**src/rtl/ifetch_pkg.sv**
```systemverilog
// ifetch_pkg: shared definitions for the instruction fetch slice.
//   DEF_PC_W     - default PC / ROM byte-address width
//   DEF_RESET_PC - default PC value loaded on reset
//   INSTR_W      - instruction width
//   fetch_state_e - fetch FSM states
package ifetch_pkg;

  localparam int unsigned DEF_PC_W     = 30;
  localparam int unsigned DEF_RESET_PC = 0;
  localparam int unsigned INSTR_W      = 16;

  typedef enum logic [1:0] {
    ST_IDLE = 2'd0,
    ST_RUN  = 2'd1,
    ST_FULL = 2'd2
  } fetch_state_e;

endpackage

```
**src/rtl/ifetch_buf.sv**
```systemverilog
// ifetch_buf: 2-entry synchronous FIFO of {pc, instr} between fetch and decode.
//   sys_clk, sys_rst_n  - clock, asynchronous active-low reset
//   push_i              - write {wr_pc_i, wr_instr_i} (caller guarantees space or pop)
//   pop_i               - drop the head entry (ignored when empty)
//   flush_i             - discard all entries; overrides push and pop
//   count_o             - number of valid entries (0..2)
//   head_pc_o/head_instr_o - head entry contents (stale when count_o == 0)
module ifetch_buf
  import ifetch_pkg::*;
#(
  parameter int unsigned PC_W = DEF_PC_W
) (
  input  logic               sys_clk,
  input  logic               sys_rst_n,
  input  logic               push_i,
  input  logic               pop_i,
  input  logic               flush_i,
  input  logic [PC_W-1:0]    wr_pc_i,
  input  logic [INSTR_W-1:0] wr_instr_i,
  output logic [1:0]         count_o,
  output logic [PC_W-1:0]    head_pc_o,
  output logic [INSTR_W-1:0] head_instr_o
);

  logic [PC_W-1:0]    pc_mem_q    [2];
  logic [INSTR_W-1:0] instr_mem_q [2];
  logic               wr_ptr_q;
  logic               rd_ptr_q;
  logic [1:0]         count_q;
  logic               do_pop;
  logic               do_push;

  assign do_pop  = pop_i & (count_q != 2'd0) & ~flush_i;
  assign do_push = push_i & ~flush_i;

  always_ff @(posedge sys_clk or negedge sys_rst_n) begin
    if (!sys_rst_n) begin
      for (int unsigned i = 0; i < 2; i++) begin
        pc_mem_q[i]    <= '0;
        instr_mem_q[i] <= '0;
      end
      wr_ptr_q <= 1'b0;
      rd_ptr_q <= 1'b0;
      count_q  <= 2'd0;
    end else if (flush_i) begin
      wr_ptr_q <= 1'b0;
      rd_ptr_q <= 1'b0;
      count_q  <= 2'd0;
    end else begin
      // With count==2 and a pop, wr_ptr aliases the slot being read; the
      // head is read combinationally before the edge, so the overwrite is safe.
      if (do_push) begin
        pc_mem_q[wr_ptr_q]    <= wr_pc_i;
        instr_mem_q[wr_ptr_q] <= wr_instr_i;
        wr_ptr_q              <= ~wr_ptr_q;
      end
      if (do_pop) begin
        rd_ptr_q <= ~rd_ptr_q;
      end
      case ({do_push, do_pop})
        2'b10:   count_q <= count_q + 2'd1;
        2'b01:   count_q <= count_q - 2'd1;
        default: count_q <= count_q;
      endcase
    end
  end

  assign count_o      = count_q;
  assign head_pc_o    = pc_mem_q[rd_ptr_q];
  assign head_instr_o = instr_mem_q[rd_ptr_q];

endmodule

```
**src/rtl/ifetch.sv**
```systemverilog
// ifetch: instruction fetch unit driving the instruction ROM port.
//   sys_clk, sys_rst_n  - clock, asynchronous active-low reset
//   fetch_en            - permit new fetches (pops continue when low)
//   rom_pc / rom_instruction - ROM byte address out, same-cycle instruction in
//   redirect_valid / redirect_pc - restart fetch at redirect_pc (bit 0 forced 0)
//   if_valid / if_instr / if_pc / if_ready - valid/ready handshake to decode
module ifetch
  import ifetch_pkg::*;
#(
  parameter int unsigned     PC_W     = DEF_PC_W,
  parameter logic [PC_W-1:0] RESET_PC = PC_W'(DEF_RESET_PC)
) (
  input  logic               sys_clk,
  input  logic               sys_rst_n,
  input  logic               fetch_en,
  output logic [PC_W-1:0]    rom_pc,
  input  logic [INSTR_W-1:0] rom_instruction,
  input  logic               redirect_valid,
  input  logic [PC_W-1:0]    redirect_pc,
  output logic               if_valid,
  output logic [INSTR_W-1:0] if_instr,
  output logic [PC_W-1:0]    if_pc,
  input  logic               if_ready
);

  logic [PC_W-1:0] pc_q;
  fetch_state_e    state_q;
  logic [1:0]      count;
  logic [1:0]      cnt_d;
  logic            pop;
  logic            push;
  logic            has_space;

  assign pop = if_valid & if_ready;

  // ST_FULL is registered from the next count, so it is exactly count==2;
  // the state replaces a separate count<2 compare.
  assign has_space = (state_q != ST_FULL);
  assign push      = fetch_en & ~redirect_valid & (has_space | pop);

  always_comb begin
    cnt_d = count;
    if (redirect_valid) begin
      cnt_d = 2'd0;
    end else begin
      case ({push, pop})
        2'b10:   cnt_d = count + 2'd1;
        2'b01:   cnt_d = count - 2'd1;
        default: cnt_d = count;
      endcase
    end
  end

  always_ff @(posedge sys_clk or negedge sys_rst_n) begin
    if (!sys_rst_n) begin
      pc_q <= RESET_PC;
    end else if (redirect_valid) begin
      pc_q <= {redirect_pc[PC_W-1:1], 1'b0};
    end else if (push) begin
      pc_q <= pc_q + PC_W'(2);
    end
  end

  always_ff @(posedge sys_clk or negedge sys_rst_n) begin
    if (!sys_rst_n) begin
      state_q <= ST_IDLE;
    end else if (cnt_d == 2'd2) begin
      state_q <= ST_FULL;
    end else if (fetch_en) begin
      state_q <= ST_RUN;
    end else begin
      state_q <= ST_IDLE;
    end
  end

  ifetch_buf #(
    .PC_W (PC_W)
  ) u_buf (
    .sys_clk      (sys_clk),
    .sys_rst_n    (sys_rst_n),
    .push_i       (push),
    .pop_i        (pop),
    .flush_i      (redirect_valid),
    .wr_pc_i      (pc_q),
    .wr_instr_i   (rom_instruction),
    .count_o      (count),
    .head_pc_o    (if_pc),
    .head_instr_o (if_instr)
  );

  assign rom_pc   = pc_q;
  assign if_valid = (count != 2'd0);

endmodule

```
**config.mk**
```make
export PLATFORM = sky130hd
export DESIGN_NAME = ifetch
export DESIGN_NICKNAME = d
export VERILOG_FILES = /design/src/rtl/ifetch_pkg.sv /design/src/rtl/ifetch_buf.sv /design/src/rtl/ifetch.sv
export SDC_FILE = /design/constraint.sdc
export NUM_CORES = 1
export LEC_CHECK = 0
export ABC_AREA = 0
export BUFFER_PORTS_ARGS = -buffer_cell sky130_fd_sc_hd__buf_2
export CAP_MARGIN = 20
export CORE_MARGIN = 2
export CORE_UTILIZATION = 40
export CTS_CLUSTER_DIAMETER = 100
export CTS_CLUSTER_SIZE = 10
export DETAILED_ROUTE_END_ITERATION = 8
export SYNTH_ARGS = -nofsm -noshare
export SYNTH_HDL_FRONTEND = slang
export SYNTH_SLANG_ARGS = --single-unit
export TNS_END_PERCENT = 1
```
**constraint.sdc**
```tcl
create_clock -name sys_clk -period 6.2 [get_ports sys_clk]
set_input_delay 0.31 -clock sys_clk [delete_from_list [all_inputs] [get_ports sys_clk]]
set_output_delay 0.31 -clock sys_clk [all_outputs]
set_load 0.005 [all_outputs]
```
==> impl_metrics.ini <==
[die]
die_h_um = 126
row_count = 44
io_pins = 128
start_util = 0.411
core-area_sq_um = 14500
dieArea_sq_um = 15900
fp.dieW_um = 126

[power_and_ir_drop]
p_comb_frac = 0.267
switching_share = 0.270
p_seq_frac = 0.393
total_power_mw = 3.26
p_switching_uw = 879
p_int_mw = 2.38
p_leak_nw = 3.36
power_density_nw_per_um2 = 440
irDropWorstVdd_mv = 0.208
power_frac_clock = 0.341

[grt]
grt_max_degree = 65
grt_overflow = 0
track_usage = 0.191
antenna_found_initial = 1
grt_pass1_vias = 4409
grt_pass1_wl_mm = 23.8

[place]
dp_hpwl_mm = 9.61
gp_congestion = 0.788
place_area_sq_um = 6720
io_buffers = 124

[detailed_routing]
vias = 4291
ant_nets = 0
wl_per_cell_um = 18.0
drc = 0
wl_mm = 14.4
first_pass_iters = 4
drt_iter0_drc = 209
avgViaCountPerCell = 5.38

[setup_path]
worst-path-max-fanout = 26
cp.required_ns = 6.49
crit_path_end_kind = flip-flop
crit_arrival_ns = 2.98
start_kind = flip-flop
worstSetupPathType = reg2reg

[timing]
fin_crit_ns = 2.69
hold_violations = 0
skew_ns = 0.00697
fin_crit_sh = 0.434
slew-limit-headroom = 0.436
tightestPinTransition_ns = 0.845
fmax_mhz = 372
tns_ns = 0
rsz0062_at_grt = false
setup_viol = 0
slew_violations = 0
whs_ns = 0.116

[synthesis]
synthMuxAreaShare = 0.253
ys_top_cells_by_count = dfrtp_1 (125), mux2_2 (106), nand2_1 (42), mux2_1 (27), nand3_1 (22)
synth_top_family_by_area = multiplexers
syn_area_per_cell_sq_um = 12.5
synth.most_common_cell = dfrtp_1
ys_ff_latch = 125
synth-simple-area-share = 0.108
yosysWarnings = 0
ys.flop_type = dfrtp_1
synth_top_area_cell = dfrtp_1
synth.yosys.seq_area_share = 0.524
synth-compound-area-share = 0.0771
synth_area_sq_um = 5970
yosys-top-cells-area = dfrtp_1 (52%), mux2_2 (20%), mux2_1 (5.1%)
async_flop_share = 1.00
ys_types = 51
synth-edff-count = 0
synthXorXnorAreaFrac = 0.00293
synthAdderAreaFrac = 0.00419
syn-instance-count = 477
synth_top_area_frac = 0.524

[finish]
final_util = 0.509
drive_gt1_frac = 0.460
multi_input_area_sq_um = 2670
fillCellCount = 1312
final_nets = 653
syn2layout_area_growth_pct = 23.9
regArea_sq_um = 3130
final_area_sq_um = 7400

[run_status]
status = completed

[clock_tree]
htree_levels = 4
clk_transition_reported_paths_ns = 0.06
cts_tree = done
clk_latency_ns = 0.42
cts_root_buffer = clkbuf_16
cts.repair.resized = 0
clock_path_buffers = 2
numCtsBuffers = 17
clock_sinks = 125

[run]
cap_viol_max_count = 0

[hold_path]
hold_path_class = in2reg
-- path summary, 6_finish.rpt --
check                                         from                   end  slack (ns)  depth (start not counted)
worst max-delay path              u_buf.count_o[0]  u_buf.instr_mem_q[0]        3.51                          7
max in group asynchronous                sys_rst_n        u_buf.rd_ptr_q        4.31                          3
worst min-delay path               redirect_pc[27]            rom_pc[27]        0.12                          3
min in group asynchronous                sys_rst_n    u_buf.pc_mem_q[26]        0.53                          2
worst min register to register  u_buf.pc_mem_q[21]    u_buf.pc_mem_q[21]        0.47                          2
worst max register to register    u_buf.count_o[0]  u_buf.instr_mem_q[0]        3.51                          7
-- state kept, by name, summed over array words and instances (netlist names) --
register / cells
u_buf.pc_mem_q: 58
u_buf.instr_mem_q: 32
rom_pc: 29
state_q: 2
u_buf.count_o: 2
u_buf.rd_ptr_q: 1
u_buf.wr_ptr_q: 1
-- cell families after synthesis --
kind of cell	Yosys count
compound gates	60
xor+xnor	2
fa+ha+maj	2
buf+inv	33
flops	125
mux	134
other cells	1
simple gates	120
-- layout by cell type, fill, tap and decap left out, types with 4 or more instances in the layout --
master / n
dfrtp_1: 124
buf_2: 123
mux2_2: 106
nand2_1: 41
mux2_1: 27
nand3_1: 22
clkbuf_16: 17
nand4_1: 12
nor2_1: 12
o211ai_1: 12
o21ai_0: 9
clkbuf_8: 8
inv_1: 7
nor3_1: 6
o311ai_0: 6
a21oi_1: 5
a31oi_1: 4
and3_1: 4
a31o_2: 4
a221o_1: 4
bufinv_16: 4
buf_4: 4
-- critical path, cell delays in order (launching register included) --
cell and delay (ns):
dfrtp_1 0.36, inv_1 0.05, ha_1 0.20, nand2b_4 0.21, a21oi_2 0.44, nand2_2 0.48, buf_4 0.43, mux2_1 0.36
-- per-layer routing --
metal  GRT usage  wire (um)  vias to the layer above
met5           0          0                        -
met4      0.0653        222                        0
met3      0.0565        866                       16
met2       0.293       6820                      144
met1       0.259       6490                     2125
li1            -          -                     2006
-- what timing repair did --
item | in CTS | in global routing
endpoints found under the hold margin | 4 | 0
hold buffers | 1 | 0
setup buffers | 0 | 0
-- per-stage QoR --
stage / setup slack [ns] / std cells
final: 3.51 / 798
after detailed placement: 3.34 / 764
after CTS: 3.45 / 797
after floorplan: 4.23 / 478
after global routing: 3.31 / 797
after global placement: 3.37 / 763
-- power groups by stage --
stage | clock network (mW) | logic [mW] | registers (mW)
after floorplan | 0 | 0.596 | 1.22
after global placement | 0 | 0.817 | 1.30
after detailed placement | 0 | 0.882 | 1.29
after CTS | 1.13 | 0.889 | 1.28
after global routing | 1.17 | 0.959 | 1.33
final | 1.11 | 0.869 | 1.28
-- final cells by class --
class / count / area share
multi-input combinational: 320 / 0.360
sequential: 125 / 0.423
tap: 184 / 0.0311
inverter: 7 / 0.00355
clock buffer: 28 / 0.0739
timing repair buffer: 129 / 0.0914
antenna: 1 / 0.000338
clock inverter: 4 / 0.0162
Power figures use the tool's default switching activity.
